## src/rtl/mccpu.sv

```systemverilog
// Multi-cycle MIPS-subset CPU: five-state Moore FSM (FETCH/DECODE/EXEC/MEM/WB)
// sharing one memory port between instruction fetch and load/store.
module mccpu #(
    parameter logic [31:0] RESET_PC = 32'h0000_0000,
    parameter int          DATA_W   = 32,
    parameter int          NREG     = 32
) (
    input  logic              clk,
    input  logic              rst,
    output logic              mem_req,
    output logic              mem_we,
    output logic [31:0]       mem_addr,
    output logic [DATA_W-1:0] mem_wdata,
    input  logic [DATA_W-1:0] mem_rdata,
    input  logic              mem_ready,
    output logic [31:0]       PC,
    output logic              illegal,
    input  logic [4:0]        reg_sel,
    output logic [DATA_W-1:0] reg_data
);
    localparam int RIDX_W = $clog2(NREG);

    typedef enum logic [2:0] {S_FETCH, S_DECODE, S_EXEC, S_MEM, S_WB} state_t;

    generate
        if (DATA_W != 32) begin : g_bad_data_w
            $error("mccpu: DATA_W must be 32");
        end
        if (NREG != 16 && NREG != 32) begin : g_bad_nreg
            $error("mccpu: NREG must be 16 or 32");
        end
    endgenerate

    state_t            r_state, w_state_nx;
    logic [31:0]       r_pc, r_ir;
    logic [DATA_W-1:0] r_regs [NREG];
    logic [DATA_W-1:0] r_a, r_b, r_imm, r_alu, r_mdr;

    logic [5:0]        w_op, w_funct;
    logic [4:0]        w_rs, w_rt, w_rd, w_shamt;
    logic              w_rtype, w_is_jr, w_is_lw, w_is_sw, w_is_beq, w_is_j, w_is_jal, w_is_ori;
    logic              w_legal, w_slt;
    logic [31:0]       w_pc4, w_pc_nx;
    logic              w_pc_we;
    logic              w_rf_we;
    logic [4:0]        w_rf_waddr;
    logic [DATA_W-1:0] w_rf_wdata, w_rs_val, w_rt_val, w_alu;
    logic signed [DATA_W-1:0] w_a_s, w_b_s;

    // Register 0 and indices beyond the implemented file read as zero and ignore writes.
    function automatic logic f_reg_ok(input logic [4:0] idx);
        return (idx != 5'd0) && (int'(idx) < NREG);
    endfunction

    assign w_op     = r_ir[31:26];
    assign w_rs     = r_ir[25:21];
    assign w_rt     = r_ir[20:16];
    assign w_rd     = r_ir[15:11];
    assign w_shamt  = r_ir[10:6];
    assign w_funct  = r_ir[5:0];
    assign w_rtype  = (w_op == 6'h00);
    assign w_is_jr  = w_rtype && (w_funct == 6'h08);
    assign w_is_lw  = (w_op == 6'h23);
    assign w_is_sw  = (w_op == 6'h2B);
    assign w_is_beq = (w_op == 6'h04);
    assign w_is_j   = (w_op == 6'h02);
    assign w_is_jal = (w_op == 6'h03);
    assign w_is_ori = (w_op == 6'h0D);
    assign w_pc4    = r_pc + 32'd4;
    assign PC       = r_pc;
    assign w_a_s    = r_a;
    assign w_b_s    = r_b;
    assign w_slt    = (w_a_s < w_b_s);

    assign w_rs_val  = f_reg_ok(w_rs)    ? r_regs[w_rs[RIDX_W-1:0]]    : '0;
    assign w_rt_val  = f_reg_ok(w_rt)    ? r_regs[w_rt[RIDX_W-1:0]]    : '0;
    assign reg_data  = f_reg_ok(reg_sel) ? r_regs[reg_sel[RIDX_W-1:0]] : '0;
    assign mem_wdata = r_b;

    always_comb begin
        w_legal = 1'b0;
        case (w_op)
            6'h00: begin
                case (w_funct)
                    6'h21, 6'h23, 6'h24, 6'h25, 6'h2A, 6'h00, 6'h08: w_legal = 1'b1;
                    default: w_legal = 1'b0;
                endcase
            end
            6'h08, 6'h0D, 6'h23, 6'h2B, 6'h04, 6'h02, 6'h03: w_legal = 1'b1;
            default: w_legal = 1'b0;
        endcase
    end

    always_comb begin
        w_alu = r_a + r_imm;
        if (w_rtype) begin
            case (w_funct)
                6'h21:   w_alu = r_a + r_b;
                6'h23:   w_alu = r_a - r_b;
                6'h24:   w_alu = r_a & r_b;
                6'h25:   w_alu = r_a | r_b;
                6'h2A:   w_alu = {{(DATA_W-1){1'b0}}, w_slt};
                6'h00:   w_alu = r_b << w_shamt;
                default: w_alu = r_a + r_b;
            endcase
        end else if (w_is_ori) begin
            w_alu = r_a | r_imm;
        end
    end

    // Next state and Moore outputs; the memory strobes are gated while rst is high.
    always_comb begin
        w_state_nx = r_state;
        mem_req    = 1'b0;
        mem_we     = 1'b0;
        mem_addr   = r_pc;
        illegal    = 1'b0;
        case (r_state)
            S_FETCH: begin
                mem_req = 1'b1;
                if (mem_ready) w_state_nx = S_DECODE;
            end
            S_DECODE: begin
                if (w_legal) begin
                    w_state_nx = S_EXEC;
                end else begin
                    illegal    = 1'b1;
                    w_state_nx = S_FETCH;
                end
            end
            S_EXEC: begin
                if (w_is_lw || w_is_sw)                          w_state_nx = S_MEM;
                else if (w_is_beq || w_is_j || w_is_jal || w_is_jr) w_state_nx = S_FETCH;
                else                                             w_state_nx = S_WB;
            end
            S_MEM: begin
                mem_req  = 1'b1;
                mem_we   = w_is_sw;
                mem_addr = {r_alu[31:2], 2'b00};
                if (mem_ready) w_state_nx = w_is_sw ? S_FETCH : S_WB;
            end
            S_WB:    w_state_nx = S_FETCH;
            default: w_state_nx = S_FETCH;
        endcase
        if (rst) begin
            mem_req = 1'b0;
            mem_we  = 1'b0;
        end
    end

    always_comb begin
        w_pc_we    = 1'b0;
        w_pc_nx    = w_pc4;
        w_rf_we    = 1'b0;
        w_rf_waddr = w_rd;
        w_rf_wdata = r_alu;
        case (r_state)
            S_DECODE: w_pc_we = !w_legal;
            S_EXEC: begin
                if (w_is_beq) begin
                    w_pc_we = 1'b1;
                    if (r_a == r_b) w_pc_nx = w_pc4 + {r_imm[DATA_W-3:0], 2'b00};
                end else if (w_is_j || w_is_jal) begin
                    w_pc_we = 1'b1;
                    w_pc_nx = {w_pc4[31:28], r_ir[25:0], 2'b00};
                end else if (w_is_jr) begin
                    w_pc_we = 1'b1;
                    w_pc_nx = r_a;
                end
                if (w_is_jal) begin
                    w_rf_we    = 1'b1;
                    w_rf_waddr = 5'd31;
                    w_rf_wdata = w_pc4;
                end
            end
            S_MEM: w_pc_we = w_is_sw && mem_ready;
            S_WB: begin
                w_pc_we    = 1'b1;
                w_rf_we    = 1'b1;
                w_rf_waddr = w_rtype ? w_rd : w_rt;
                w_rf_wdata = w_is_lw ? r_mdr : r_alu;
            end
            default: w_pc_we = 1'b0;
        endcase
    end

    always_ff @(posedge clk or posedge rst) begin
        if (rst) begin
            r_state <= S_FETCH;
            r_pc    <= RESET_PC;
            r_ir    <= '0;
        end else begin
            r_state <= w_state_nx;
            if (r_state == S_FETCH && mem_ready) r_ir <= mem_rdata;
            if (w_pc_we) r_pc <= w_pc_nx;
        end
    end

    always_ff @(posedge clk or posedge rst) begin
        if (rst) begin
            for (int i = 0; i < NREG; i++) r_regs[i] <= '0;
        end else if (w_rf_we && f_reg_ok(w_rf_waddr)) begin
            r_regs[w_rf_waddr[RIDX_W-1:0]] <= w_rf_wdata;
        end
    end

    // Operand/result latches are never observed before being written by their own state.
    always_ff @(posedge clk) begin
        if (r_state == S_DECODE) begin
            r_a   <= w_rs_val;
            r_b   <= w_rt_val;
            r_imm <= w_is_ori ? {{(DATA_W-16){1'b0}}, r_ir[15:0]}
                              : {{(DATA_W-16){r_ir[15]}}, r_ir[15:0]};
        end
        if (r_state == S_EXEC) r_alu <= w_alu;
        if (r_state == S_MEM && mem_ready && w_is_lw) r_mdr <= mem_rdata;
    end
endmodule

```

## config.mk

```make
export PLATFORM = sky130hd
export DESIGN_NAME = mccpu
export DESIGN_NICKNAME = d
export VERILOG_FILES = /design/src/rtl/mccpu.sv
export SDC_FILE = /design/constraint.sdc
export NUM_CORES = 2
export LEC_CHECK = 0
export CELL_PAD_IN_SITES_DETAIL_PLACEMENT = 1
export CELL_PAD_IN_SITES_GLOBAL_PLACEMENT = 1
export CORE_MARGIN = 10
export CORE_UTILIZATION = 52
export DETAILED_ROUTE_END_ITERATION = 12
export PLACE_DENSITY_LB_ADDON = 0.1
export SLEW_MARGIN = 10
export SYNTH_ARGS = -nofsm -noshare
export SYNTH_HDL_FRONTEND = slang
export SYNTH_SLANG_ARGS = --single-unit
```

## constraint.sdc

```tcl
create_clock -name clk -period 56.8 [get_ports clk]
set_clock_uncertainty 0.05 [all_clocks]
set_input_delay 11.36 -clock clk [delete_from_list [all_inputs] [get_ports clk]]
set_output_delay 11.36 -clock clk [all_outputs]
set_load 0.01 [all_outputs]
```

**Word-level counts from Yosys, hierarchy flattened**

Cells that the tools add are included.

- RAM bits: 0
- Logic and storage cells: 153
- Bits in latches: 0
- Bits in read-only memories: 0
- Output and inout bits: 131
- Memories kept: 0
- Flip-flop bits (word level): 1236
- Bits of input ports: 40

- Reduce and logical (&&, ||, !) cells: 24
- Order comparisons: 6
- Add/subtract/negate cells: 5
- Multiply operators: 0
- Bitwise logic cells: 7
- Equality and inequality tests: 20
- Multiplexer cells: 49
- Divide/modulo/power cells: 0
- Shift-type cells: 1

Operator list:

| kind | number |
|---|---|
| 1024-bit bitwise mux | 1 |
| 32-bit 2-to-1 mux | 18 |
| 32-bit binary-select mux with 5-bit select | 3 |
| 32-bit demux with 5-bit select | 1 |
| 32-bit one-hot mux with 5 select lines | 1 |
| 32-bit adder | 3 |
| 32-bit bitwise OR | 2 |
| 32-bit one-hot mux with 2 select lines | 1 |
| 6-bit equality test (second input constant) | 7 |
| 32-bit by 3-bit adder with 32-bit output (second input constant) | 1 |
| 32-bit AND | 1 |
| 32-bit equality test | 1 |
| 32-bit < comparator | 1 |
| 32-bit by 5-bit << shifter with 32-bit output | 1 |
| 32-bit subtractor | 1 |
| 6-bit greater-or-equal comparator (second input constant) | 4 |
| 5-bit inverter with 6-bit output | 4 |
| 5-bit nonzero test | 4 |
| 6-bit by 4-bit equality test with 1-bit output (second input constant) | 3 |
| 3-bit 2-to-1 mux | 5 |
| 7-bit OR reduction | 2 |
| 6-bit by 2-bit equality test with 1-bit output (second input constant) | 2 |
| 6-bit zero test | 2 |
| 3-bit one-hot mux with 4 select lines | 1 |
| other kinds (18) | 42 |

**Depth between registers and ports, before layout**

- Depth in word-level cells: 9
- Gate-level depth with buffers: 19
- Depth with buffers taken out: 19

**Worst setup path before layout**

Ideal clock, no wire load.

- Kind: input-to-output
- Start: input port rst
- End: output port mem_we
- Data arrival time: 36099 ps
- Path slack: 9291 ps
- Stages on the path: 2
- Required time: 45390 ps
- Cell sequence: inv_1 -> and3_1

- Cells in the longest elaborated chain, start to end: 1

Ends and longest elaborated chain:

| what | RTL line | text |
|---|---|---|
| start: declaration | 9 | `input logic rst,` |
| 1-bit 2-to-1 mux | 145 | `if (rst) begin` |
| end: declaration | 11 | `output logic mem_we,` |

Every way passes these cells.

**Worst setup path after layout**

- Start: input port reg_sel[1]
- End: output port reg_data[7]

- Cells in the longest elaborated chain, start to end: 5
- Elaborated cells between the ends (all ways): 6
- Those cells by class: mux: 4; bitwise: 1; reduce/logical: 1

Ends and longest elaborated chain:

| what | RTL line | text |
|---|---|---|
| start: declaration | 18 | `input logic [4:0] reg_sel,` |
| 5-bit inverter with 6-bit output (not written as such) | 77 | `assign reg_data = f_reg_ok(reg_sel) ? r_regs[reg_sel[RIDX_W-1:0]] : '0;` |
| 32-bit binary-select mux with 5-bit select | 77 |  |
| 32-bit 2-to-1 mux (not written as such) (2 in series) | 77 |  |
| 32-bit 2-to-1 mux (*) | 77 |  |
| end: declaration | 19 | `output logic [DATA_W-1:0] reg_data` |

Every way passes the cells marked *; elsewhere a longest branch is shown, timed or not. The select of a mux whose other input is x is not followed.

==> impl_metrics.csv <==
group,metric,value,unit
status,status,"completed",
flow_run,max-cap-violations,0,
global_route,grtUsageTotal,39.03,%
worst_setup_path,required,45.39,ns
route,vias,67520,
placement,dp_hpwl,216000,µm
sta,relSlewSlack,11.62,%
worst_setup_path,startpoint,"reg_sel[1]",
yosys,yosys_warnings,0,
floorplan,die_x,412.3,µm
yosys,synth-adder-area-share,3.149,%
yosys,seq_area_frac_synth,39.56,%
cells_and_area,drive_gt1_share,21.32,%
yosys,yosysMostFrequentCell,"dfrtp_1",
global_route,grt_overflow,0,
cts,cts_resized,0,
yosys,synth-seq-cells,1236,
yosys,synthMuxAreaShare,29.12,%
cts,ctsHoldBuffers,0,
worst_setup_path,start_kind,"input port",
yosys,synth_edf_count,145,
cts,ctsLongestPathBuffers,3,
route,postRouteAntennaNets,0,
floorplan,rows,143,
cts,cts_buffers,141,
placement,dpl-instance-area,83520,µm²
sta,hold_viol_final,0,
yosys,yosys.area_share.xor_xnor,0.8647,%
yosys,syn_area,80020,µm²
sta,period_needed,27.53,ns
global_route,grt_max_degree,162,
yosys,yosys-top-cells-area,"dfrtp_1, mux4_2, a21oi_1",
global_route,grt_first_pass_wirelength,490900,µm
power_and_ir_drop,p_switching,2.434,mW
sta,slew_violations,0,
worst_setup_path,critPathCaptureType,"output pin",
worst_setup_path,critPathKind,"input port to output pin",
placement,io_buffer_count,170,
yosys,synth_top_family_by_area,"multiplexers",
route,first_iter_violations,8506,
cts,clk_latency,0.82,ns
power_and_ir_drop,power_leakage,36.51,nW
floorplan,core_area,152400,µm²
cts,clkSinkCount,1236,
cts,cts-root-buf,"clkbuf_16",
floorplan,die_h,412.3,µm
route,routed_wirelength,334100,µm
worst_setup_path,slowest_delay,0.81,ns
yosys,synth_compound_area_share,13.59,%
floorplan,start_util,52.49,%
yosys,synthArstFlopShare,88.27,%
worst_setup_path,r2r_start,"mem_wdata[12]$_SDFFCE_PN0N_",
cells_and_area,multiInputGateArea,45530,µm²
worst_setup_path,path_buf_inv,4,
power_and_ir_drop,ir_drop,0.03561,mV
power_and_ir_drop,seqPwrFrac,30.6,%
route,drc,0,
worst_setup_path,crit_fanout,108,
sta,fin_crit_sh,48.46,%
cells_and_area,nNetsFinal,7298,
yosys,synth_fp_nets,7518,
placement,finalWeightedCongestion,0.9804,
cells_and_area,design_area,88420,µm²
route,vias_per_cell,7.334,
power_and_ir_drop,power.share.combinational,51.1,%
power_and_ir_drop,p_int,2.926,mW
cells_and_area,synthToLayoutAreaGrowth,10.50,%
sta,tightest_slew,1.292,ns
floorplan,dieArea,170000,µm²
yosys,synthDistinctLibCells,90,
floorplan,ios,171,
placement,post-place-ws,29.22,ns
cts,clk_pin_slew,0.06,ns
sta,setup_viol,0,
sta,fin_ws,29.27,ns
cells_and_area,fillers,15620,
cts,post_cts_buffers,0,
yosys,synth_top_area_share,34.12,%
sta,final.setup.tns,0,ns
sta,rsz0062_at_grt,"false",
route,routedWlPerCell,36.29,µm
worst_setup_path,critPathTopFamily,"buffers and inverters",
cts,cts.htree.levels,4,
global_route,antenna_found_initial,16,
yosys,syn_inst,7279,
route,dr.pass1.iters,6,
yosys,yosys.area_share.simple,9.429,%
power_and_ir_drop,pwr-share-clk,18.3,%
global_route,grt_pass1_vias,70010,
hold_path,hold_class,"flip-flop to flip-flop",
cts,cts_tree,"built",
cells_and_area,post-route-util,58.00,%
worst_setup_path,crit_path_top_delay_cell,"buf_4",
power_and_ir_drop,swShare,45.41,%
worst_setup_path,arrival,16.12,ns
sta,fmax,0.03633,GHz
yosys,avgSynthCellArea,10.99,µm²
worst_setup_path,crit_chain,"buf_8 -> buf_4 -> buf_4 -> mux4_2 -> mux4_2 -> mux2i_1 -> nor2_1 -> clkdlybuf4s50_1",
yosys,synthTopCellsByCount,"dfrtp_1, nor2_1, a21oi_1",
power_and_ir_drop,p_per_area,60.62,nW/µm²
yosys,synth_top_area_cell,"dfrtp_1",
cells_and_area,ff_latch_area,31700,µm²
yosys,yosys_most_used_dff,"dfrtp_1",
hold_path,hold_path_startpoint,"r_regs[1006]$_DFFE_PP0P_",
## power by group through the flow
stage,logic [mW],registers (mW),clock network (mW)
6_report,2.74,1.64,0.979
4_1_cts,2.69,1.62,0.987
3_5_place_dp,2.67,1.63,0
5_1_grt,2.91,1.66,1.02
3_3_place_gp,2.60,1.60,0
2_1_floorplan,1.88,1.42,0
## cells in the final DEF, fill, tap and decap left out, drive strengths merged, types with 15 or more instances in the layout
cell type | synthesis | final
mux2i | 198 | 198
clkbuf | 516 | 191
mux2 | 83 | 83
nand2 | 478 | 478
a22oi | 23 | 23
and2 | 18 | 18
o22ai | 46 | 46
a21o | 33 | 33
clkinv | 1 | 31
o31ai | 17 | 17
nor2b | 16 | 16
a221oi | 60 | 60
a21oi | 980 | 980
clkdlybuf4s50 | 0 | 165
bufinv | 0 | 15
o221ai | 34 | 34
a211oi | 33 | 33
ha | 195 | 195
nand4 | 16 | 16
o21ai | 455 | 455
xor2 | 28 | 28
o211ai | 27 | 27
buf | 203 | 191
o21bai | 22 | 22
inv | 152 | 162
dfrtp | 1091 | 1091
edfxtp | 145 | 145
nor3 | 74 | 74
nand2b | 36 | 36
mux4 | 905 | 905
a31oi | 29 | 29
and3 | 18 | 18
nor4 | 20 | 20
nor2 | 1041 | 1041
xnor2 | 51 | 51
nand3 | 37 | 37
a22o | 20 | 20
## through the flow
step	hold slack, ns	cells	power (mW)
2_1_floorplan	0.3696	7279	3.297
3_3_place_gp	0.3480	8946	4.205
3_5_place_dp	0.3536	8946	4.299
4_1_cts	0.3667	9202	5.298
5_1_grt	0.3886	9202	5.594
6_report	0.3672	9207	5.360
## cell families (layout without fill, tap and decap cells)
group / count (synthesis) / after routing
and+or+nand+nor: 1811 / 1811
other: 0 / 5
muxes: 1186 / 1186
buffers and inverters: 872 / 765
xor gates and xnor gates: 79 / 79
adders and majority gates: 199 / 199
AOI/OAI and AO/OA: 1896 / 1896
DFF: 1236 / 1236
## registers in the layout, indices dropped and copies added (netlist names)
signal     flops
r_regs      1024
PC            32
mem_wdata     32
r_a           32
r_alu         32
r_ir          32
r_mdr         32
r_imm         17
r_state        3
## routing by layer
metal / wire (µm) / track usage, % / vias to the layer above / share of wire (%)
met4: 22310 / 22.12 / 12 / 6.7
li1: - / - / 26850 / -
met1: 124400 / 50.52 / 35260 / 37
met3: 34200 / 9.391 / 1139 / 10
met2: 153100 / 60.34 / 4260 / 46
met5: 76 / 0 / - / 0.023
## layout make-up
cell class / count / area share, %
Antenna cell: 5 / 0.01415
Clock buffer: 191 / 4.551
Clock inverter: 65 / 0.9764
Inverter: 153 / 0.6580
Multi-Input combinational cell: 5171 / 51.50
Sequential cell: 1236 / 35.85
Tap cell: 2030 / 2.873
Timing Repair Buffer: 356 / 3.582
## worst paths after layout
| path | to | cells past startpoint | slack [ns] |
|---|---|---|---|
| max | reg_data[7] | 8 | 29.27 |
| min | r_regs[1006]$_DFFE_PP0P_ | 0 | 0.37 |
| max reg2reg | r_alu[28]$_DFFE_PP_ | 11 | 50.88 |
| min reg2reg | r_regs[1006]$_DFFE_PP0P_ | 0 | 0.37 |
| max in group asynchronous | r_regs[543]$_DFFE_PP0P_ | 6 | 41.51 |
| min in group asynchronous | r_ir[29]$_DFFE_PP0P_ | 2 | 11.07 |
(Power assumes the default switching activity.)
